File: config.mk
export PLATFORM = sky130hd
export DESIGN_NAME = game_port_flat
export DESIGN_NICKNAME = d
export VERILOG_FILES = /design/src/rtl/game_port_pkg.sv /design/src/rtl/game_port_if.sv /design/src/rtl/game_port_axis.sv /design/src/rtl/game_port.sv /design/src/flat_wrapper.sv
export SDC_FILE = /design/constraint.sdc
export NUM_CORES = 1
export LEC_CHECK = 0
export BUFFER_PORTS_ARGS = -buffer_cell sky130_fd_sc_hd__buf_4
export CAP_MARGIN = 0
export CORE_MARGIN = 2
export CORE_UTILIZATION = 50
export CTS_BUF_LIST = sky130_fd_sc_hd__clkbuf_2
export DETAILED_ROUTE_END_ITERATION = 8
export PLACE_DENSITY = 0.73
export SKIP_CTS_REPAIR_TIMING = 1
export SYNTH_ARGS = -nofsm -noshare
export SYNTH_HDL_FRONTEND = slang
export SYNTH_SLANG_ARGS = --single-unit
File: constraint.sdc
create_clock -name clk -period 4.32 [get_ports clk]
set_input_delay 0.648 -clock clk [delete_from_list [all_inputs] [get_ports clk]]
set_output_delay 0.648 -clock clk [all_outputs]
set_load 0.02 [all_outputs]
File: src/rtl/game_port_pkg.sv
// game_port_pkg: shared axis state type and readdata field offsets for the game port.
package game_port_pkg;

  typedef enum logic [0:0] {
    IDLE   = 1'b0,
    TIMING = 1'b1
  } axis_state_e;

  localparam int RD_LO_LSB   = 0;
  localparam int RD_BUSY_LSB = 8;
  localparam int RD_BTN_LSB  = 12;
  localparam int RD_HI_LSB   = 16;

endpackage

File: src/rtl/game_port_if.sv
// game_port_if: host-facing bus of the game port (analog/digital inputs, buttons, write port, readdata).
interface game_port_if #(
  parameter int NUM_AXES = 4
);
  logic [8*NUM_AXES-1:0] ana;
  logic [2*NUM_AXES-1:0] dig;
  logic [3:0]            btn;
  logic                  write;
  logic [31:0]           writedata;
  logic [3:0]            byteenable;
  logic [31:0]           readdata;

  modport master (
    output ana, dig, btn, write, writedata, byteenable,
    input  readdata
  );

  modport slave (
    input  ana, dig, btn, write, writedata, byteenable,
    output readdata
  );
endinterface

File: src/rtl/game_port_axis.sv
// game_port_axis: one timed axis -- target count selection, tick-driven down-counter, IDLE/TIMING state.
// Optional macro GAME_PORT_DEADZONE_EN folds small analog magnitudes into the digital rule.
module game_port_axis
  import game_port_pkg::*;
#(
  parameter int CNT_W    = 9,
  parameter int CENTER   = 200,
  parameter int MIN_CNT  = 8,
  parameter int MAX_CNT  = 391,
  parameter int DEADZONE = 6
) (
  input  logic             clk,
  input  logic             rst_n,
  input  logic             trigger,
  input  logic             tick,
  input  logic [7:0]       ana,
  input  logic [1:0]       dig,
  output logic             busy,
  output logic [CNT_W-1:0] count
);

  localparam int                EXT_W      = CNT_W + 2;
  localparam logic [EXT_W-1:0]  CENTER_EXT = EXT_W'(CENTER);
  localparam logic [CNT_W-1:0]  MAX_T      = '1;

  axis_state_e             state_q, state_d;
  logic [CNT_W-1:0]        count_q, count_d;
  logic                    busy_q, busy_d;
  logic [CNT_W-1:0]        target;
  logic                    use_dig;
  logic signed [EXT_W-1:0] v_ext;
  logic signed [EXT_W-1:0] sum;

`ifdef GAME_PORT_DEADZONE_EN
  logic [8:0] mag;
  assign mag     = ana[7] ? (9'd0 - {1'b1, ana}) : {1'b0, ana};
  assign use_dig = (mag <= 9'(DEADZONE));
`else
  logic [8:0] unused_deadzone;
  assign unused_deadzone = 9'(DEADZONE);
  assign use_dig         = (ana == 8'd0);
`endif

  // Analog target is CENTER + 1.5*v, clamped so a running axis never starts at zero.
  always_comb begin
    v_ext  = {{(EXT_W-8){ana[7]}}, ana};
    sum    = $signed(CENTER_EXT) + v_ext + (v_ext >>> 1);
    target = CNT_W'(CENTER);
    if (use_dig) begin
      if (dig[0]) begin
        target = CNT_W'(MIN_CNT);
      end else if (dig[1]) begin
        target = CNT_W'(MAX_CNT);
      end
    end else if (sum[EXT_W-1] || (sum == '0)) begin
      target = CNT_W'(1);
    end else if (|sum[EXT_W-2:CNT_W]) begin
      target = MAX_T;
    end else begin
      target = sum[CNT_W-1:0];
    end
  end

  always_comb begin
    state_d = state_q;
    count_d = count_q;
    case (state_q)
      IDLE: begin
        if (trigger) begin
          count_d = target;
          state_d = TIMING;
        end
      end
      TIMING: begin
        if (trigger) begin
          count_d = target;
        end else if (tick && (count_q != '0)) begin
          count_d = count_q - CNT_W'(1);
          if (count_q == CNT_W'(1)) begin
            state_d = IDLE;
          end
        end
      end
      default: begin
        state_d = IDLE;
        count_d = '0;
      end
    endcase
    busy_d = (count_d != '0);
  end

  always_ff @(posedge clk or negedge rst_n) begin
    if (!rst_n) begin
      state_q <= IDLE;
      count_q <= '0;
      busy_q  <= 1'b0;
    end else begin
      state_q <= state_d;
      count_q <= count_d;
      busy_q  <= busy_d;
    end
  end

  assign busy  = busy_q;
  assign count = count_q;

endmodule

File: src/rtl/game_port.sv
// game_port: PC-style game port with NUM_AXES one-shot timed axes, shared prescaler and button register.
// Optional macro GAME_PORT_DEADZONE_EN enables the analog deadzone in every axis.
module game_port
  import game_port_pkg::*;
#(
  parameter int NUM_AXES = 4,
  parameter int CNT_W    = 9,
  parameter int DIV      = 265,
  parameter int CENTER   = 200,
  parameter int MIN_CNT  = 8,
  parameter int MAX_CNT  = 391,
  parameter int DEADZONE = 6
) (
  input  logic        clk,
  input  logic        rst_n,
  game_port_if.slave  bus
);

  localparam int PW = $clog2(DIV + 1);

  logic [PW-1:0]       presc_q, presc_d;
  logic [3:0]          btn_q, btn_d;
  logic                trigger;
  logic                tick;
  logic [NUM_AXES-1:0] busy_axes;
  logic [3:0]          busy_all;
  logic [31:0]         rd;
  logic                unused_bus;

  assign trigger    = bus.write & bus.byteenable[1];
  assign tick       = (presc_q == PW'(DIV));
  assign unused_bus = ^{bus.writedata, bus.byteenable[3:2], bus.byteenable[0]};

  // A trigger restarts the tick phase so every measurement starts from the same offset.
  always_comb begin
    btn_d = bus.btn;
    if (trigger) begin
      presc_d = PW'(1);
    end else if (tick) begin
      presc_d = '0;
    end else begin
      presc_d = presc_q + PW'(1);
    end
  end

  always_ff @(posedge clk or negedge rst_n) begin
    if (!rst_n) begin
      presc_q <= '0;
      btn_q   <= '0;
    end else begin
      presc_q <= presc_d;
      btn_q   <= btn_d;
    end
  end

  for (genvar i = 0; i < NUM_AXES; i++) begin : g_axis
    logic [CNT_W-1:0] axis_count;
    game_port_axis #(
      .CNT_W    (CNT_W),
      .CENTER   (CENTER),
      .MIN_CNT  (MIN_CNT),
      .MAX_CNT  (MAX_CNT),
      .DEADZONE (DEADZONE)
    ) u_axis (
      .clk     (clk),
      .rst_n   (rst_n),
      .trigger (trigger),
      .tick    (tick),
      .ana     (bus.ana[8*i +: 8]),
      .dig     (bus.dig[2*i +: 2]),
      .busy    (busy_axes[i]),
      .count   (axis_count)
    );
  end

  assign busy_all = 4'(busy_axes);

  always_comb begin
    rd                    = '1;
    rd[RD_BTN_LSB  +: 4]  = ~btn_q;
    rd[RD_BUSY_LSB +: 4]  = busy_all;
  end

  assign bus.readdata = rd;

endmodule

File: src/flat_wrapper.sv
// flat-port wrapper written by rule: the top's interface ports become plain ports
module game_port_flat import game_port_pkg::*;
#(
  parameter int NUM_AXES = 4,
  parameter int CNT_W    = 9,
  parameter int DIV      = 265,
  parameter int CENTER   = 200,
  parameter int MIN_CNT  = 8,
  parameter int MAX_CNT  = 391,
  parameter int DEADZONE = 6
)
  (clk, rst_n, bus_ana, bus_dig, bus_btn, bus_write, bus_writedata, bus_byteenable, bus_readdata);
  game_port_if #(.NUM_AXES(NUM_AXES)) bus_i ();
  input  logic clk;
  input  logic rst_n;
  input wire logic [$bits(bus_i.ana)-1:0] bus_ana;
  input wire logic [$bits(bus_i.dig)-1:0] bus_dig;
  input wire logic [$bits(bus_i.btn)-1:0] bus_btn;
  input wire logic [$bits(bus_i.write)-1:0] bus_write;
  input wire logic [$bits(bus_i.writedata)-1:0] bus_writedata;
  input wire logic [$bits(bus_i.byteenable)-1:0] bus_byteenable;
  output wire logic [$bits(bus_i.readdata)-1:0] bus_readdata;
  assign bus_i.ana = bus_ana;
  assign bus_i.dig = bus_dig;
  assign bus_i.btn = bus_btn;
  assign bus_i.write = bus_write;
  assign bus_i.writedata = bus_writedata;
  assign bus_i.byteenable = bus_byteenable;
  assign bus_readdata = bus_i.readdata;
  game_port #(.NUM_AXES(NUM_AXES), .CNT_W(CNT_W), .DIV(DIV), .CENTER(CENTER), .MIN_CNT(MIN_CNT), .MAX_CNT(MAX_CNT), .DEADZONE(DEADZONE)) u_core (.clk(clk), .rst_n(rst_n), .bus(bus_i));
endmodule
* Yosys cells after proc, flatten, opt, wreduce, memory -nomap -nowiden
Cells that the tools add are included.
Word-level totals: flip-flop bits (word level) 57, input port bits 83, output and inout port bits 32, logic and storage cells 117
Operators by class: add/subtract/negate cells 13, eq/ne operators 5, multiplexer cells 55, bitwise logic cells 6, reductions and logical operators 24
Operators by type and width (number):
- $mux W9 | 34
- $pmux W9 S2 | 4
- $reduce_bool A9 Y1 | 8
- $add A10 B7 Y11 | 4
- $logic_not A11 Y1 | 4
- $add A9 B8 Y10 const A | 4
- $eq A9 B1 Y1 const B | 4
- $sub A9 B1 Y9 const B | 4
- $logic_not A8 Y1 | 4
- $mux W1 | 13
- $add A9 B1 Y9 const B | 1
- $eq A9 B9 Y1 const B | 1
- $pmux W1 S2 | 4
- $logic_and A1 B1 Y1 | 4
- $logic_or A1 B1 Y1 | 4
- $not A1 Y1 | 4
- $not A4 Y4 | 1
- $and A1 B1 Y1 | 1

* Depth between registers and ports, before layout
depth after elaboration 9, depth in mapped cells 12, depth with buffers taken out 11

* Modules after synthesis
From an unflattened synthesis, not the netlist that was laid out.
Second synthesis, totals: cell total of the unflattened synthesis 711, area total of the unflattened synthesis 6224.7 sq um
By module, submodules not included:
- game_port_axis at u_core.g_axis[1].u_axis ... | times used 2, cells an instance 152, area an instance 1332.5 sq um, seq. area each 275.3 sq um
- game_port_axis at u_core.g_axis[0].u_axis | times used 1, cells an instance 165, area an instance 1423.9 sq um, seq. area each 275.3 sq um
- game_port_axis at u_core.g_axis[3].u_axis | times used 1, cells an instance 162, area an instance 1368.8 sq um, seq. area each 275.3 sq um
- game_port | times used 1, cells an instance 80, area an instance 767.0 sq um, seq. area each 325.3 sq um

* Worst setup path before layout
OpenSTA, ideal clock, no wires.
kind in2reg, start input port bus_ana[9], end register u_core.g_axis[1].u_axis.busy_q, library setup time 139 ps, arrival 3449 ps, data required time 4181 ps, path slack 732 ps, stages on the path 10, path buffers 0, cells stage by stage ha_1 ha_1 fa_1 a211oi_1 or4_1 nand3_1 nor4_2 o21ai_0 a2111o_1 or4_1
Between the ends: longest elaborated chain between the ends 9, elaborated cells between the ends (all ways) 12, those cells by class add/sub: 2; mux: 6; reduce/logical: 4
RTL lines:
- start, declared | RTL line flat_wrapper.sv:16 | input wire logic [$bits(bus_i.ana)-1:0] bus_ana;
- $add A9 B8 Y10 | RTL line game_port_axis.sv:47 | sum = $signed(CENTER_EXT) + v_ext + (v_ext >>> 1);
- $add A10 B7 Y11 | RTL line game_port_axis.sv:47
- $logic_not A11 Y1 | RTL line game_port_axis.sv:55 | end else if (sum[EXT_W-1] || (sum == '0)) begin
- $logic_or A1 B1 Y1 | RTL line game_port_axis.sv:55
- $mux W9 | RTL line game_port_axis.sv:55
- $mux W9 (*) | RTL line game_port_axis.sv:49 | if (use_dig) begin
- $mux W9 (on tied branches) | RTL line game_port_axis.sv:75, game_port_axis.sv:69
- $pmux W9 S2 (*) | RTL line game_port_axis.sv:67 | case (state_q)
- $reduce_bool A9 Y1 (*) | RTL line game_port_axis.sv:89 | busy_d = (count_d != '0);
- named net u_core.g_axis[1].u_axis.busy_d | RTL line game_port_axis.sv:28 | logic busy_q, busy_d;
- end signal, assigned | RTL line game_port_axis.sv:100 | busy_q <= busy_d;
- end, declared | RTL line game_port_axis.sv:28
The timed path passes the listed nets; every way through them passes the cells marked *.

* Worst setup path in the final report
Ends and elaborated chain as after synthesis.

==> results.md <==
- Outcome: complete, no violations
- Synth Area in Simple Gates: 22.51%
- Syn avg cell area: 8.502 um^2
- Final setup viols: 0
- Warnings from Yosys: 0
- Die area: 0.01300 mm^2
- Min Tclk post-route: 3618 ps
- Post-Synth XOR/XNOR Area: 5.643%
- Vias: 5398
- Register area share after synthesis: a little under a quarter
- Worst-Margin Slew: 840.2 ps
- Num ports: 115
- Int Pwr: about 1.1 mW
- # rows: 40
- Tcrit/Tclk final: between 80% and 90%
- Sequential Power Share: ~40%
- Vias in the first global route: roughly 5200
- RSZ-0062 raised after global routing: no
- Placed Area: between 0.006 and 0.007 mm^2
- Nets: 934
- Largest net degree at the start of global routing: 58
- Vias per cell: 5.861
- Post-synth top flop: dfrtp_1
- Kind of critical path: in -> reg
- Most common library cells after synthesis: ha_1 (78), inv_1 (65), dfrtp_1 (57), nor2_1 (54), o21ai_0 (39)
- Maximum net fanout on the critical path: 4
- DRT iter0 DRCs: 363
- Netlist cell types: 81
- Power share of the combinational group: 43.2%
- Leading area contributor after synthesis: dfrtp_1
- CTS sink cnt: 57
- Antenna diodes: 0
- Main combinational cell family by area after synthesis: simple AND/OR/NAND/NOR gates
- Clock root cell: clkbuf_2
- Final Max Slew Viols: 0
- Port bufs: 55
- GR Overflow Total: 0
- Maxcap violations: 0
- Synth Area in Compound Gates: 21.62%
- Drc violations: 0
- Seq cells post-synth: 57
- Yosys top cell area share: 23.56%
- Multiplexer share of the synthesized area: 0.7028%
- Clock latency on the worst-skew pair: 470 ps
- Fmax: 276.4 MHz
- Peak supply drop: 0.0001526 V
- Tot GR Track Use: 20.57%
- Cell with the most instances after synthesis: ha_1
- Async set or reset register ratio after synthesis: 100.0%
- Worst Clk Skew: 34.00 ps
- Hpwl dp: 10590 um
- Leak Pwr: 3.056 nW
- WL final: 13230 um
- Die W: between 100 and 150 um
- Power Dens Cells: about 280 mW/mm^2
- Dpl ws: ~260 ps
- TritonCTS clock tree: yes
- Max-slew headroom: a little over two fifths
- Core ar.: between 0.01 and 0.015 mm^2
- Synth area leaders: dfrtp_1 (24%), ha_1 (16%), inv_1 (4.0%), xnor2_1 (3.9%), buf_4 (3.5%)
- Final setup margin: 702.0 ps
- Die height: between 100 and 150 um
- Antenna violations before repair: 0
- Fillers: 1078
- Cts bufs inserted: 9
- CP endpoint kind: flop
- Post-Synth Adder-Cell Area: 17.63%
- Wirelength per Cell: around 14 um
- CTS HTree Levels: 3
- Worst path required time: 4670 ps
- CP Launch Type: primary input
- Synthesized area: approximately 0.006 mm^2
- Post-synth EDFFs: 0
- CTS clock-pin slew for the worst setup and hold paths: between 150 and 200 ps
- Layout cell share with drive strength beyond 1: between 10% and 20%
- Clock power share: 17.8%
- Setup TNS: 0 ps
- Design Area, Final: 0.006649 mm^2
- Final hold vios: 0
- Synth Instances: around 700
- RD Place Congestion: 0.8905
- Post-route ant nets: 0
- Clock Tree Buf Depth: 2
- Hold Path Class: in -> async
- First-pass GRT wire length: 22540 um
- Sw Ratio: 40.09%
- Drt first pass iters: 5
- Crit path DAT: 3960 ps
- P&R area growth vs syn: 9.839%
- Initial Util: 50.82%
- Sw Pwr: 0.7409 mW
[routing by layer]
metal	up-vias	wire (um)	track usage [%]
met1	2561	6058	25.83
met3	17	435	2.444
met2	120	6628	37.66
met4	0	109	4.715
li1	2700	-	-
met5	-	0	0
[logic make-up after synthesis]
logic type	after synthesis
simple gates	241
compound gates	182
other cells	1
flops	57
fa+ha+maj	83
buf+inv	105
xor+xnor	39
mux	4
[layout make-up]
class / instances / area [um^2] / area share (%)
Clock inverter: 7 / 61.31 / 0.9221
Timing Repair Buffer: 62 / 465.4 / 7.000
Multi-Input combinational cell: 573 / 4219 / 63.46
Sequential cell: 57 / 1426 / 21.45
Inverter: 66 / 247.7 / 3.726
Tap cell: 147 / 183.9 / 2.766
Clock buffer: 9 / 45.04 / 0.6775
[critical path: stages]
cell and delay [ps]:
buf_4 120, ha_1 290, ha_1 240, fa_1 410, a211oi_1 430, or4_1 180
nand3_1 110, nor4_2 410, o21ai_0 270, a2111o_1 440, or4_1 420
[power by group through the flow]
| stage | combinational [mW] | clock (mW) | sequential [mW] |
|---|---|---|---|
| 6_report | 0.798 | 0.328 | 0.722 |
| 5_1_grt | 0.894 | 0.363 | 0.736 |
| 4_1_cts | 0.795 | 0.336 | 0.721 |
| 3_5_place_dp | 0.789 | 0 | 0.732 |
| 3_3_place_gp | 0.769 | 0 | 0.724 |
| 2_1_floorplan | 0.614 | 0 | 0.706 |
[layout by cell type, fill, tap and decap left out, drive strengths merged, types with 11 or more instances in the layout]
cell type and n:
a211o 11, a211oi 13, a21oi 28, buf 62, conb 24, dfrtp 57
ha 78, inv 66, nand2 25, nand3 18, nand4 13, nor2 54
nor3 26, nor3b 12, nor4 21, o21ai 40, or2 12, or3 14
xnor2 27, xor2 12
[sequential cells by signal, indices dropped and copies added (netlist names)]
signal,cells
u_core.btn_q,4
u_core.g_axis.u_axis.state_q,4
u_core.presc_q,9
u_core.g_axis.u_axis.busy,4
u_core.g_axis.u_axis.count,36
[worst paths after layout]
kind	depth (start not counted)	end	startpoint	slack (ps)
worst max-delay path	11	u_core.g_axis[1].u_axis.busy	bus_ana[9]	700
worst min register to register	2	u_core.g_axis[2].u_axis.state_q	u_core.g_axis[2].u_axis.state_q	530
worst min-delay path	1	u_core.presc_q[5]	rst_n	200
min in group clk	1	u_core.btn_q[1]	bus_btn[1]	270
worst max register to register	9	u_core.g_axis[1].u_axis.busy	u_core.g_axis[1].u_axis.count[0]	1210
max in group asynchronous	1	u_core.g_axis[1].u_axis.count[4]	rst_n	3640
[metrics by stage]
| stage | total power [mW] | std cells | hold slack, ps | util, % |
|---|---|---|---|---|
| finish | 1.848 | 921 | 202.6 | 55.82 |
| global route | 1.994 | 921 | 219.9 | 55.82 |
| CTS | 1.852 | 921 | 211.8 | 55.82 |
| detailed placement | 1.520 | 905 | 491.4 | 54.93 |
| global placement | 1.493 | 905 | 479.6 | 54.93 |
| floorplan | 1.320 | 735 | 352.4 | - |
Note: power is estimated with default switching activity, not from simulation.
